[src/rtl/noise_gate_core.sv]
`default_nettype none
// ============================================================================
// Module   : noise_gate_core
// Function : stereo noise gate - peak envelope follower, five-state gain FSM
//            and per-channel gain multiply, one update per VALID strobe.
// Revision : 1.0
// ============================================================================
module noise_gate_core (
   input  logic        clk,
   input  logic        RESET,
   input  logic        VALID,
   input  logic [15:0] left_in,
   input  logic [15:0] right_in,
   input  logic [11:0] thresh_slider,
   input  logic [11:0] hold_slider,
   output logic [15:0] left_out,
   output logic [15:0] right_out,
   output logic        out_vld,
   output logic        gate_open
);

   typedef enum logic [2:0] {
      ST_CLOSED  = 3'd0,
      ST_ATTACK  = 3'd1,
      ST_OPEN    = 3'd2,
      ST_HOLD    = 3'd3,
      ST_RELEASE = 3'd4
   } state_t;

   localparam logic [7:0] c_GAIN_UNITY = 8'd128;
   localparam logic [7:0] c_GAIN_STEP  = 8'd8;

   state_t             r_state;
   state_t             w_state_next;
   logic [7:0]         r_gain;
   logic [7:0]         w_gain_next;
   logic [7:0]         w_gain_up;
   logic [14:0]        r_env;
   logic [14:0]        w_env_next;
   logic [14:0]        w_mag_l;
   logic [14:0]        w_mag_r;
   logic [14:0]        w_mag;
   logic [14:0]        w_thresh;
   logic [15:0]        r_hold_cnt;
   logic [15:0]        w_hold_next;
   logic               w_above;
   logic signed [24:0] w_prod_l;
   logic signed [24:0] w_prod_r;
   logic               w_unused;

   // |-32768| has no 15-bit representation, so it clips to full scale
   function automatic logic [14:0] f_abs_sat(input logic [15:0] s);
      if (s == 16'h8000)
         return 15'h7FFF;
      else if (s[15])
         return ~s[14:0] + 15'd1;
      else
         return s[14:0];
   endfunction

   assign w_mag_l    = f_abs_sat(left_in);
   assign w_mag_r    = f_abs_sat(right_in);
   assign w_mag      = (w_mag_l > w_mag_r) ? w_mag_l : w_mag_r;
   assign w_env_next = (w_mag > r_env) ? w_mag : (r_env - (r_env >> 8));
   assign w_thresh   = {thresh_slider, 3'b000};
   assign w_above    = (w_env_next >= w_thresh);
   assign w_gain_up  = (r_gain >= (c_GAIN_UNITY - c_GAIN_STEP)) ? c_GAIN_UNITY
                                                                : (r_gain + c_GAIN_STEP);

   always_comb begin
      w_state_next = r_state;
      w_gain_next  = r_gain;
      w_hold_next  = r_hold_cnt;
      case (r_state)
         ST_CLOSED: begin
            w_gain_next = 8'd0;
            if (w_above) begin
               w_state_next = ST_ATTACK;
               w_gain_next  = c_GAIN_STEP;
            end
         end
         ST_ATTACK: begin
            w_gain_next = w_gain_up;
            if (w_gain_up == c_GAIN_UNITY)
               w_state_next = ST_OPEN;
         end
         ST_OPEN: begin
            w_gain_next = c_GAIN_UNITY;
            if (!w_above) begin
               w_state_next = ST_HOLD;
               w_hold_next  = {hold_slider, 4'b0000};
            end
         end
         ST_HOLD: begin
            if (w_above)
               w_state_next = ST_OPEN;
            else if (r_hold_cnt == 16'd0)
               w_state_next = ST_RELEASE;
            else
               w_hold_next = r_hold_cnt - 16'd1;
         end
         ST_RELEASE: begin
            if (w_above) begin
               w_state_next = ST_ATTACK;
               w_gain_next  = w_gain_up;
            end else if (r_gain <= 8'd1) begin
               w_state_next = ST_CLOSED;
               w_gain_next  = 8'd0;
            end else begin
               w_gain_next = r_gain - 8'd1;
            end
         end
         default: begin
            w_state_next = ST_CLOSED;
            w_gain_next  = 8'd0;
            w_hold_next  = 16'd0;
         end
      endcase
   end

   // Product bits [22:7] are the arithmetic >>>7 result truncated to 16 bits
   assign w_prod_l = $signed({{9{left_in[15]}}, left_in})   * $signed({17'd0, w_gain_next});
   assign w_prod_r = $signed({{9{right_in[15]}}, right_in}) * $signed({17'd0, w_gain_next});
   assign w_unused = ^{w_prod_l[24:23], w_prod_l[6:0], w_prod_r[24:23], w_prod_r[6:0]};

   always_ff @(posedge clk) begin
      if (RESET) begin
         r_state    <= ST_CLOSED;
         r_gain     <= 8'd0;
         r_env      <= 15'd0;
         r_hold_cnt <= 16'd0;
         left_out   <= 16'd0;
         right_out  <= 16'd0;
         out_vld    <= 1'b0;
         gate_open  <= 1'b0;
      end else begin
         out_vld <= VALID;
         if (VALID) begin
            r_state    <= w_state_next;
            r_gain     <= w_gain_next;
            r_env      <= w_env_next;
            r_hold_cnt <= w_hold_next;
            left_out   <= w_prod_l[22:7];
            right_out  <= w_prod_r[22:7];
            gate_open  <= (w_gain_next != 8'd0);
         end
      end
   end

endmodule
`default_nettype wire

[config.mk]
export PLATFORM = sky130hd
export DESIGN_NAME = noise_gate_core
export DESIGN_NICKNAME = d
export VERILOG_FILES = /design/src/rtl/noise_gate_core.sv
export SDC_FILE = /design/constraint.sdc
export NUM_CORES = 1
export LEC_CHECK = 0
export ABC_AREA = 1
export BUFFER_PORTS_ARGS = -buffer_cell sky130_fd_sc_hd__buf_4
export CORE_UTILIZATION = 40
export CTS_CLUSTER_DIAMETER = 40
export CTS_CLUSTER_SIZE = 20
export DETAILED_ROUTE_END_ITERATION = 16
export PLACE_DENSITY = 0.61
export SETUP_SLACK_MARGIN = 0.3
export SYNTH_ARGS = -nofsm -noshare
export SYNTH_HDL_FRONTEND = slang
export SYNTH_SLANG_ARGS = --single-unit
[constraint.sdc]
create_clock -name clk -period 19.55 [get_ports clk]
set_clock_uncertainty 0.1 [all_clocks]
set_input_delay 5.865 -clock clk [delete_from_list [all_inputs] [get_ports clk]]
set_output_delay 5.865 -clock clk [all_outputs]
set_load 0.01 [all_outputs]
# Yosys cells after proc, flatten, opt, wreduce, memory -nomap -nowiden
# Index checks and enable logic that the tools add are counted.
[totals]
input_bits = 59
output_inout_bits = 34
reg_bits = 76
word_cells = 67
[op_classes]
n_mux = 23
reduce_logical = 6
eq_ne = 14
n_lt_le_gt_ge = 5
bitwise_logic = 3
mul = 2
add_sub_neg = 6
[op_table]
columns = ["operator", "count"]
rows = [
  ["2-to-1 mux 15 bit", 6],
  ["2-to-1 mux 16 bit", 3],
  ["case mux 16 bit (3 select lines)", 1],
  ["multiplier 16 x 9 -> 23 bit", 2],
  ["case mux 8 bit (5 select lines)", 1],
  ["equality test 16 bit (second input constant)", 2],
  ["adder 15 x 1 -> 15 bit (second input constant)", 2],
  ["greater-than comparator 15 bit", 2],
  ["inverter 15 bit", 2],
  ["2-to-1 mux 8 bit", 3],
  ["2-to-1 mux 3 bit", 7],
  ["zero test 16 bit", 1],
  ["subtractor 16 x 1 -> 16 bit (second input constant)", 1],
  [">= comparator 15 bit", 1],
  ["case mux 3 bit (5 select lines)", 1],
  ["subtractor 15 x 7 -> 15 bit", 1],
  ["inequality test 2 bit (second input constant)", 5],
  ["adder 8 x 4 -> 8 bit (second input constant)", 1],
  ["equality test 8 bit (second input constant)", 1],
  [">= comparator 8 x 7 -> 1 bit (second input constant)", 1],
  ["less-or-equal comparator 8 x 1 -> 1 bit (second input constant)", 1],
  ["nonzero test 8 bit", 1],
  ["subtractor 8 x 1 -> 8 bit (second input constant)", 1],
  ["equality test 3 x 2 -> 1 bit (second input constant)", 2],
  ["9 further kinds", 10],
]

# Logic depth before layout (Yosys ltp)
# Gate-level depths: netlist (run 1).
[logic_depth]
depth_word = 12
mapped_depth = 72
ltp_nobuf = 67

# Worst setup path before layout (run 1)
# OpenSTA, ideal clock, no wires.
[synth_path]
path_kind = "in2reg"
from = "input port left_in[0]"
to = "register right_out[15]"
arrival_time_ps = 15742
cell_stages = 64
setup_ps = 113
required_ps = 19337
path_buffers = 6
slack_ps = 3595
cell_sequence = "clkbuf_1 inv_1 ha_1 nand3_2 nor2_4 nand2_1 inv_1 nand2_1 or2_2 clkbuf_1 a21boi_0 o21ai_0 ha_1 nand2_1 nor2_1 inv_1 nor2_1 nand2_1 [... 28 more ...] fa_1 inv_1 fa_1 fa_1 inv_1 fa_1 inv_1 ha_1 a21oi_1 o21ai_0 a21oi_1 inv_1 a21oi_1 nand2_1 nand3_1 nand2_1 o21ai_1 inv_1"
[synth_between]
elab_chain_cells = 12
elab_cells_between_ends = 14
classes_between = "1 x add/sub; 1 x mul; 3 x order compare; 1 x eq/ne; 7 x mux; 1 x bitwise"
[synth_lines]
columns = ["element", "line_no", "text"]
rows = [
  ["start: declaration", "12", "input logic [15:0] left_in,"],
  ["inverter 15 bit", "56", "return ~s[14:0] + 15'd1;"],
  ["adder 15 x 1 -> 15 bit", "56", ""],
  ["2-to-1 mux 15 bit", "55", "else if (s[15])"],
  ["2-to-1 mux 15 bit (*)", "53", "if (s == 16'h8000)"],
  ["greater-than comparator 15 bit", "63", "assign w_mag = (w_mag_l > w_mag_r) ? w_mag_l : w_mag_r;"],
  ["2-to-1 mux 15 bit (*)", "63", ""],
  ["greater-than comparator 15 bit", "64", "assign w_env_next = (w_mag > r_env) ? w_mag : (r_env - (r_env >> 8));"],
  ["2-to-1 mux 15 bit (*)", "64", ""],
  ["via w_env_next[14]", "39", "logic [14:0] w_env_next;"],
  [">= comparator 15 bit (*)", "66", "assign w_above = (w_env_next >= w_thresh);"],
  ["2-to-1 mux 8 bit / 2-to-1 mux 4 bit (equally long branches)", "103, 77", ""],
  ["case mux 8 bit (5 select lines) (*)", "74", "case (r_state)"],
  ["multiplier 16 x 9 -> 23 bit (*)", "123", "assign w_prod_r = $signed({{9{right_in[15]}}, right_in}) * $signed({17'd0, w_gain_next});"],
  ["end signal: assignment", "144", "right_out <= w_prod_r[22:7];"],
  ["end: declaration", "17", "output logic [15:0] right_out,"],
]
# The timed path passes the listed nets; every way through them passes the cells marked *.
# A chain may end at the register's enable or synchronous reset.

# Worst setup path in the final report (run 1)
[layout_path]
from = "input port left_in[1]"
to = "register left_out[14]"
[layout_between]
elab_chain_cells = 12
elab_cells_between_ends = 14
classes_between = "1 x add/sub; 1 x mul; 3 x order compare; 1 x eq/ne; 7 x mux; 1 x bitwise"
[layout_lines]
columns = ["element", "line_no", "text"]
rows = [
  ["inverter 15 bit", "56", ""],
  ["adder 15 x 1 -> 15 bit", "56", ""],
  ["2-to-1 mux 15 bit", "55", ""],
  ["2-to-1 mux 15 bit (*)", "53", ""],
  ["greater-than comparator 15 bit", "63", ""],
  ["2-to-1 mux 15 bit (*)", "63", ""],
  ["greater-than comparator 15 bit", "64", ""],
  ["2-to-1 mux 15 bit (*)", "64", ""],
  ["via w_env_next[4]", "39", ""],
  [">= comparator 15 bit (*)", "66", ""],
  ["2-to-1 mux 8 bit / 2-to-1 mux 4 bit (equally long branches)", "103, 77", ""],
  ["case mux 8 bit (5 select lines) (*)", "74", ""],
  ["multiplier 16 x 9 -> 23 bit (*)", "122", "assign w_prod_l = $signed({{9{left_in[15]}}, left_in}) * $signed({17'd0, w_gain_next});"],
  ["end signal: assignment", "143", "left_out <= w_prod_l[22:7];"],
  ["end: declaration", "16", "output logic [15:0] left_out,"],
]
# Marks and branches as above.

==> summary.txt, run 1 <==
Synthesis
  • Mapped Avg Cell Area: approximately 6.9 um^2
  • EDFF count, synth: 0
  • Syn Inst Count: between 2000 and 2500
  • Sequential area share after synthesis: 0.09975
  • #FFs+latches synth: between 70 and 80
  • Cell variety after synth: between 50 and 60
  • Netlist Area Pre-Place: approximately 0.015 mm^2
  • Yosys Warn Count: 0
  • Post-synth ARST share: 0
  • Syn_nets: between 2000 and 3000
  • Post-synth top flop: dfxtp_1

Outcome
  • Status: completed

Hold path
  • HP Class: reg -> reg
  • Worst Hold Depth: 2

Worst setup path
  • WP data arrival: about 18000 ps
  • Delay-heaviest family, CP: simple AND/OR/NAND/NOR gates
  • Worst R2R Path Depth: 45
  • Critical path depth in cells: 62
  • Setup crit end kind: register
  • Worst Setup Path Type: in -> reg
  • Crit path largest cell delay: between 600 and 700 ps
  • WP buf/inv: 16
  • CP max FO: 23
  • Most used cell, CP: nand2_1
  • CP Data Required Time: 19720 ps
  • Slowest-stage cell, CP: a221oi_1
  • CP Launch Type: input port

Floorplan
  • Initial core utilization: 0.4059
  • # rows: ~70
  • Die H: 197.3 um
  • Top Ports: 93
  • Core area: roughly 0.038 mm^2
  • Die area: between 0.03 and 0.04 mm^2
  • Horiz. Die Dim: just under 200 um

Clock tree
  • Clock-pin transition on the worst setup and hold timing paths: 70 ps
  • Clk buf depth: 2
  • CTS buffer count: 9
  • Worst skew pair latency: between 300 and 400 ps
  • Setup Buffers After CTS: 0
  • Max H-tree Level: 3
  • CTS sink count: 76
  • Post-cts sizing count: 0
  • CTS tree: built
  • CTS root buffer: clkbuf_16
  • Cts hold-fix bufs: 0

Layout
  • Area of the multi-input gates: between 0.01 and 0.015 mm^2
  • N_diodes: 0
  • Layout area overhead: 8.581%
  • Share of cells above drive strength 1: 0.07600
  • Fin nets: 2636
  • Filler cells: 3881
  • Commonest non-fill, non-tap cells in the layout: inv_1 (523), nand2_1 (434), nor2_1 (216)
  • Most common cell after layout, fill and taps aside: inv_1
  • Reg area: 0.001521 mm^2

Placed design
  • Port bufs: 92
  • HPWL Detailed: 33950 um
  • Gpl congestion: 0.9425

STA
  • Final setup violation count: 0
  • Final worst-path cycle share: 0.9164
  • Crit path time final: 17920 ps
  • Slew headroom: 0.3123
  • RSZ-0062 raised after global routing: false
  • Final Hold Viols: 0
  • Setup TNS Final: 0 ps
  • Max-slew violations: 0
  • Worst-Margin Slew: approximately 1000 ps
  • Max Fclk: around 0.056 GHz

Route
  • Routed wire per std cell: between 15 and 20 um
  • Vias per Instance: 5.056
  • Number of iterations in the first detailed-routing pass: 5
  • Antenna viol nets, final: 0
  • Vias: about 14000
  • DRC violations left: 0
  • DRT iter0 DRCs: 805
  • Drt total wl: 41940 um

GRT
  • Overflow after GRT: 0
  • Largest net degree at the start of global routing: 86
  • Vias in the first global route: around 14000
  • Initial antenna violation count: 0
  • Total track usage: 0.2276
  • First-pass GRT wire length: between 70000 and 80000 um

Power and ir drop
  • Overall power: 2.667 mW
  • Leakage: approximately 9.4 nW
  • Power density over cell area: 161.1 mW/mm^2
  • Maximum vdd drop: about 0.075 mV

Job
  • # Max-Cap Violations: 0
## layout make-up
class                   instances  share of cell area
inverters                     533              0.1209
clock inverters                 7            0.003778
repair buffers                101             0.04578
multi-input cells            1524              0.6855
clock buffers                   9             0.01360
well taps                     511             0.03861
flip-flops and latches         76             0.09187
## state kept, by name (all words and copies together), names as in the netlist
| register | flops |
|---|---|
| r_hold_cnt | 16 |
| r_env | 15 |
| right_out | 16 |
| r_gain | 8 |
| r_state | 3 |
| gate_open | 1 |
| left_out | 16 |
| out_vld | 1 |
## synth_stat cells, drive strengths merged (3+ instances only)
cell    number  area share
a211oi       8      0.0043
a21boi       3      0.0015
a21o         5      0.0025
a21oi      125       0.042
a22oi        4      0.0020
a31oi       11      0.0045
and2         5      0.0021
and3         3      0.0012
buf         41       0.015
clkbuf      43       0.011
dfxtp       76        0.10
fa         193        0.25
ha         139        0.11
inv        531        0.13
mux2i        5      0.0033
nand2      449        0.11
nand3       79       0.031
nand4       13      0.0053
nor2       223       0.057
nor3        30      0.0098
nor3b        3      0.0015
nor4        11      0.0045
o211ai       7      0.0034
o21a         3      0.0015
o21ai      126       0.041
o21bai       5      0.0039
o22ai        6      0.0025
or2          8      0.0033
xnor2       15      0.0086
xor2        36       0.021
## tightest hold or removal path, stage by stage, from the launching register on
cell	delay, ps
dfxtp_1	310
nand2_1	70
a21oi_1	60
## cell families after synthesis
| group | Yosys count | synth area share |
|---|---|---|
| multiplexers | 5 | 0.003282 |
| buffers and inverters | 617 | 0.1564 |
| adder cells (fa/ha/maj) | 332 | 0.3674 |
| AO/OA/AOI/OAI | 311 | 0.1138 |
| XOR/XNOR | 51 | 0.02929 |
| AND/OR/NAND/NOR | 825 | 0.2302 |
| flip-flops | 76 | 0.09975 |
## routing by layer
metal / global-route usage / vias up / wire (um)
met5: 0 / - / 0
met4: 0.07321 / 0 / 872
met2: 0.3745 / 384 / 19500
met1: 0.3109 / 6703 / 19040
met3: 0.02561 / 60 / 2529
li1: - / 6813 / -
## power by group
group,switching (mW),leakage [nW],internal [mW]
logic,1.44,8.64,0.807
registers,0.0397,0.628,0.204
clock network,0.0882,0.139,0.0891
total,1.57,9.41,1.10
## path summary, 6_finish.rpt
check	start	endpoint	slack (ps)
min	r_hold_cnt[0]	r_hold_cnt[0]	380
max reg2reg	r_env[10]	left_out[14]	9710
max	left_in[1]	left_out[14]	1630
min reg2reg	r_hold_cnt[0]	r_hold_cnt[0]	380
## stage by stage
step | utilization | area (um^2) | setup WS, ps | hold slack (ps) | std cells
2_1_floorplan | - | 15250 | 3595 | 339.8 | 2217
3_3_place_gp | 0.4331 | 16270 | 1840 | 350.0 | 2745
3_5_place_dp | 0.4331 | 16270 | 1485 | 367.7 | 2745
4_1_cts | 0.4407 | 16560 | 1833 | 379.9 | 2761
5_1_grt | 0.4407 | 16560 | 339.5 | 395.5 | 2761
6_report | 0.4407 | 16560 | 1635 | 383.6 | 2761
Power figures use the tool's default switching activity.
==> run 2: changes to the inputs <==
Settings changed: REMOVE_ABC_BUFFERS from default to 1.
==> run 2 against run 1 <==
- non-clock buffer count is the same
- sequential share of layout area hardly changed
- wire length shrank 0.57%
- via count decreased by 1.3%
- worst setup slack lost 49 ps
- core utilization about the same
- largest cell class unchanged
- largest power group unchanged
==> summary.txt, run 2 (synthesis results as in run 1) <==
Outcome
  • Status: completed

Route
  • DRC violations left: 0 (unchanged)
  • Wl on met1: 19000 um (-0.20%)
  • Vias: 13775 (-1.3%)
  • Antenna viol nets, final: 0 (unchanged)
  • Highest metal used: met4
  • WL met3: 2086 um (-18%)
  • DRT iter0 DRCs: 830 (+3.1%)
  • Routed wire per std cell: 15.09 um (-0.64%)
  • Vias per Instance: 4.986 (-1.4%)
  • Number of iterations in the first detailed-routing pass: 6 (+1)
  • Drt total wl: 41700 um (-0.57%)
  • Routed wl met2: 19740 um (+1.2%)

Power and ir drop
  • Power density over cell area: 158.9 mW/mm^2 (-1.3%)
  • P_int: 1.102 mW (+0.11%)
  • Sw frac: 0.5816 (-0.005767)
  • Sequential Power Share: 0.092 (about the same)
  • Gate power share: 0.843 (about the same)
  • Switch Pwr: 1.531 mW (-2.2%)
  • Clk pwr share: 0.066 (about the same)
  • Leakage: 9.409 nW (about the same)
  • Maximum vdd drop: 0.06590 mV (-12%)

Worst setup path
  • WP buf/inv: 14 (-2)
  • CP max FO: 23 (unchanged)
  • FF-to-FF setup slack: 9600 ps (-110 ps)
  • WP data arrival: 18140 ps (+50 ps)
  • Slowest-stage cell, CP: a221oi_1
  • Reg2Reg Launch Point: r_env[0]
  • R2R Path End: left_out[14]
  • Delay-heaviest family, CP: simple AND/OR/NAND/NOR gates
  • Crit path largest cell delay: 640 ps (about the same)
  • Worst Setup Path Type: in -> reg
  • Worst R2R Path Depth: 48 (+6.7%)
  • Setup crit end kind: register
  • CP Data Required Time: 19720 ps (about the same)
  • CP Launch Type: input port
  • Most used cell, CP: nand2_1

Clock tree
  • CTS sink count: 76 (unchanged)
  • Worst skew pair latency: 380 ps (about the same)
  • CTS root buffer: clkbuf_16
  • CTS buffer count: 9 (unchanged)
  • Clock-pin transition on the worst setup and hold timing paths: 70 ps (about the same)
  • Max H-tree Level: 3 (unchanged)
  • CTS tree: built
  • Setup Buffers After CTS: 0 (unchanged)
  • Clk buf depth: 2 (unchanged)

Floorplan
  • Die area: 0.03892 mm^2 (unchanged)
  • Die H: 197.3 um (unchanged)
  • Top Ports: 93 (unchanged)
  • Initial core utilization: 0.4059 (unchanged)
  • Horiz. Die Dim: 197.3 um (unchanged)
  • # rows: 71 (unchanged)
  • Core area: 0.03758 mm^2 (unchanged)

GRT
  • Vias in the first global route: 14028 (+0.29%)
  • Initial antenna violation count: 1 (+1)
  • Largest net degree at the start of global routing: 86 (unchanged)
  • Total track usage: 0.2266 (-0.001006)
  • Overflow after GRT: 0 (unchanged)
  • First-pass GRT wire length: 69790 um (-0.59%)

Layout
  • Layout area overhead: 8.646% (about the same)
  • Commonest non-fill, non-tap cells in the layout: inv_1 (523), nand2_1 (434), nor2_1 (216)
  • Fin nets: 2636 (unchanged)
  • Top Registers: left_out x16, r_hold_cnt x16, right_out x16
  • Share of cells above drive strength 1: 0.07644 (+0.0004444)
  • Most common cell after layout, fill and taps aside: inv_1

STA
  • Min Hold Slack: 371.1 ps (-12.43 ps)
  • Setup TNS Final: 0 ps (unchanged)
  • Worst-Margin Slew: 1092 ps (+63.96 ps)
  • Max-slew violations: 0 (unchanged)
  • Max Fclk: 0.05567 GHz (-0.27%)
  • Slew headroom: 0.2713 (-0.04091)
  • Final Hold Viols: 0 (unchanged)
  • Final worst-path cycle share: 0.9189 (+0.002511)
  • Final setup violation count: 0 (unchanged)
  • RSZ-0062 raised after global routing: false
  • Crit path time final: 17960 ps (+49.09 ps)

Hold path
  • Worst Hold Depth: 2 (unchanged)
  • Hold path endpoint: r_hold_cnt[0]
  • HP Class: reg -> reg
  • Min-delay src: r_hold_cnt[0]

Placed design
  • Port bufs: 92 (unchanged)
  • HPWL Detailed: 32990 um (-2.8%)
  • Gpl congestion: 0.9347 (-0.83%)

Job
  • # Max-Cap Violations: 0 (unchanged)
==> run 2: cell types whose count changed in the layout (fill, tap and decap cells not counted), sizes merged <==
cell,delta
diode,+2
clkinvlp,+1
clkinv,-1
==> run 2: power by group through the flow <==
stage / clock network, mW / logic, mW / registers (mW)
CTS: 0.180 / 2.25 / 0.241
finish: 0.173 / 2.22 / 0.241
detailed placement: 0 / 2.23 / 0.244
global placement: 0 / 2.20 / 0.243
global route: 0.184 / 2.59 / 0.248
floorplan: 0 / 1.65 / 0.247
==> run 2: how the worst max path moves through the flow <==
stage,to,slack [ps],cells past startpoint,start
final,left_out[14],1590,60,left_in[2]
after global routing,left_out[14],420,61,right_in[0]
after CTS,left_out[14],1510,59,left_in[2]
after detailed placement,left_out[14],1110,59,left_in[2]
after global placement,left_out[14],1310,58,right_in[0]
after floorplan,right_out[15],3100,57,left_in[0]
==> run 2: layout make-up <==
type	instances	area, um^2
Timing Repair Buffer	101	758.2
Tap cell	511	639.4
Sequential cell	76	1521
Inverter	533	2006
Multi-Input combinational cell	1524	11360
Clock inverter	7	56.30
Fill cell	3874	21010
Clock buffer	9	225.2
Antenna cell	2	5.005
==> run 2: timing repair <==
action                                  CTS  global route
resized for setup                         0             2
endpoints found under the setup margin    0             1
hold buffers                              0             0
==> run 2: worst reg2reg max path: cells and delay by family, from the launching register on <==
family / cells / cell delay (ps)
flops: 1 / 340
mux: 1 / 260
fa+ha+maj: 8 / 3390
simple gates: 20 / 2990
compound gates: 5 / 1270
xor+xnor: 1 / 70
buf+inv: 13 / 1400
==> run 2: metal layers <==
metal / up-vias / track usage
met2: 284 / 0.3782
met4: 0 / 0.07321
met1: 6631 / 0.2971
met3: 43 / 0.03807
li1: 6817 / -
met5: - / 0
==> run 2: through the flow <==
step,std cells,total power [mW],util,setup WS (ps),cell area (um^2)
after floorplan,2133,1.892,-,3098,14870
after global placement,2745,2.447,0.4331,1306,16270
after detailed placement,2745,2.476,0.4331,1111,16270
after CTS,2761,2.671,0.4405,1511,16550
after global routing,2761,3.023,0.4408,422.7,16570
final,2763,2.633,0.4410,1586,16570
==> run 3: changes to the inputs <==
Settings changed: MAX_ROUTING_LAYER from default to met4.
==> run 3 against run 2 <==
- sequential share of layout area barely moved
- final area about the same
- register-to-register slack got worse by 350 ps
- critical endpoint unchanged
- highest routed layer unchanged
==> summary.txt, run 3 (synthesis results as in run 1) <==
Worst setup path
  • CP max FO: 23 (unchanged)
  • Worst R2R Path Depth: 44 (-8.3%)
  • Setup crit end kind: register
  • Reg2Reg Launch Point: r_env[10]
  • WP data arrival: 18410 ps (+270 ps)
  • CP Data Required Time: 19730 ps (about the same)
  • Worst Setup Path Type: in -> reg
  • Crit path largest cell delay: 640 ps (about the same)
  • R2R Path End: left_out[14]
  • Worst Setup SP: right_in[0]
  • Slowest-stage cell, CP: a221oi_1
  • CP Launch Type: input port
  • FF-to-FF setup slack: 9250 ps (-350 ps)

Route
  • DRT iter0 DRCs: 810 (-2.4%)
  • DRC violations left: 0 (unchanged)
  • Number of iterations in the first detailed-routing pass: 5 (-1)
  • Vias: 13788 (+0.094%)
  • Vias per Instance: 4.992 (+0.13%)
  • Routed wire per std cell: 15.09 um (about the same)
  • Antenna viol nets, final: 0 (unchanged)
  • Drt total wl: 41690 um (about the same)

GRT
  • Total track usage: 0.2315 (+0.004897)
  • Vias in the first global route: 13963 (-0.46%)
  • Overflow after GRT: 0 (unchanged)
  • First-pass GRT wire length: 69500 um (-0.42%)
  • Largest net degree at the start of global routing: 86 (unchanged)
  • Initial antenna violation count: 1 (unchanged)

Layout
  • Share of cells above drive strength 1: 0.07685 (+0.0004103)
  • N_diodes: 0 (-2)
  • Post-route cell area: 0.01658 mm^2 (about the same)
  • Commonest non-fill, non-tap cells in the layout: inv_1 (523), nand2_1 (434), nor2_1 (216)
  • Top Registers: left_out x16, r_hold_cnt x16, right_out x16
  • Fin nets: 2637 (+0.038%)
  • Layout area overhead: 8.721% (about the same)
  • Most common cell after layout, fill and taps aside: inv_1

STA
  • Final worst-path cycle share: 0.9328 (+0.01388)
  • Slew headroom: 0.2346 (-0.03679)
  • Worst-Margin Slew: 1147 ps (+55.12 ps)
  • Crit path time final: 18240 ps (+271.3 ps)
  • Setup TNS Final: 0 ps (unchanged)
  • Final Hold Viols: 0 (unchanged)
  • Final setup violation count: 0 (unchanged)
  • Final worst slack: 1314 ps (-271.3 ps)
  • Max Fclk: 0.05484 GHz (-1.5%)
  • Max-slew violations: 0 (unchanged)
  • RSZ-0062 raised after global routing: false

Placed design
  • Port bufs: 92 (unchanged)
  • Placed cell area: 0.01628 mm^2 (about the same)
  • Pre-CTS setup slack: 928.0 ps (-183.5 ps)
  • HPWL Detailed: 32820 um (-0.50%)
  • Gpl congestion: 0.9458 (+1.2%)

Clock tree
  • Clk buf depth: 2 (unchanged)
  • Worst skew pair latency: 380 ps (about the same)
  • Cts hold-fix bufs: 0 (unchanged)
  • CTS sink count: 76 (unchanged)
  • Max H-tree Level: 3 (unchanged)
  • CTS root buffer: clkbuf_16
  • CTS buffer count: 9 (unchanged)
  • CTS tree: built
  • Clock-pin transition on the worst setup and hold timing paths: 80 ps (about the same)

Power and ir drop
  • Maximum vdd drop: 0.07113 mV (+7.9%)
  • Overall power: 2.655 mW (+0.81%)
  • Power density over cell area: 160.1 mW/mm^2 (+0.74%)
  • Leakage: 9.419 nW (+0.10%)

Floorplan
  • # rows: 71 (unchanged)
  • Horiz. Die Dim: 197.3 um (unchanged)
  • Core area: 0.03758 mm^2 (unchanged)
  • Top Ports: 93 (unchanged)
  • Die area: 0.03892 mm^2 (unchanged)
  • Die H: 197.3 um (unchanged)
  • Initial core utilization: 0.4059 (unchanged)

Hold path
  • Worst Hold Depth: 2 (unchanged)
  • Hold path endpoint: r_hold_cnt[0]
  • Min-delay src: r_hold_cnt[0]
  • HP Class: reg -> reg

Outcome
  • Status: completed

Job
  • # Max-Cap Violations: 0 (unchanged)
==> run 3: cell types whose count changed in the layout (fill, tap and decap cells not counted), sizes merged <==
cell / previous run / this run
clkinvlp: 2 / 1
clkinv: 2 / 3
buf: 101 / 102
diode: 2 / 0
==> run 3: metrics by stage <==
stage | instances | hold slack (ps) | util
after floorplan | 2133 | 340.9 | -
after global placement | 2746 | 350.9 | 0.4333
after detailed placement | 2746 | 359.5 | 0.4333
after CTS | 2762 | 371.5 | 0.4410
after global routing | 2762 | 400.8 | 0.4413
final | 2762 | 364.4 | 0.4413
==> run 3: worst max path at each step <==
stage	to	slack, ps	depth (start not counted)
6_report	left_out[14]	1310	62
5_1_grt	left_out[14]	400	59
4_1_cts	left_out[14]	1290	61
3_5_place_dp	left_out[14]	930	61
3_3_place_gp	left_out[14]	1150	61
2_1_floorplan	right_out[15]	3100	57
==> run 3: power by group <==
part | leakage (nW) | internal [mW] | switching [mW] | total, mW
registers | 0.628 | 0.204 | 0.0371 | 0.242
clock network | 0.141 | 0.0897 | 0.0917 | 0.181
logic | 8.65 | 0.812 | 1.42 | 2.23
==> run 3: critical path: cells and delay by family <==
kind	cells	cell delay (ps)
buffers and inverters	16	2330
and+or+nand+nor	31	4590
adders and majority gates	9	3760
AOI/OAI and AO/OA	6	1830
==> run 3: layout make-up <==
class | instances | area, um^2
fillers | 3936 | 21000
multi-input cells | 1524 | 11360
inverters | 533 | 2002
flip-flops and latches | 76 | 1521
repair buffers | 102 | 765.7
well taps | 511 | 639.4
clock buffers | 9 | 225.2
clock inverters | 7 | 65.06
==> run 3: per-layer routing <==
layer  share of wire  vias to the layer above  track usage
met5               0                        -            -
met4           0.024                        0      0.07005
met3           0.046                       66      0.02920
met2            0.47                      315       0.3757
met1            0.46                     6599       0.3008
li1                -                     6808            -
==> run 3: what timing repair did <==
action / 4_1_cts / 5_1_grt
buffers inserted: 0 / 0
gates resized for setup: 0 / 2
endpoints found under the setup margin: 0 / 1
endpoints found under the hold margin: 0 / 0
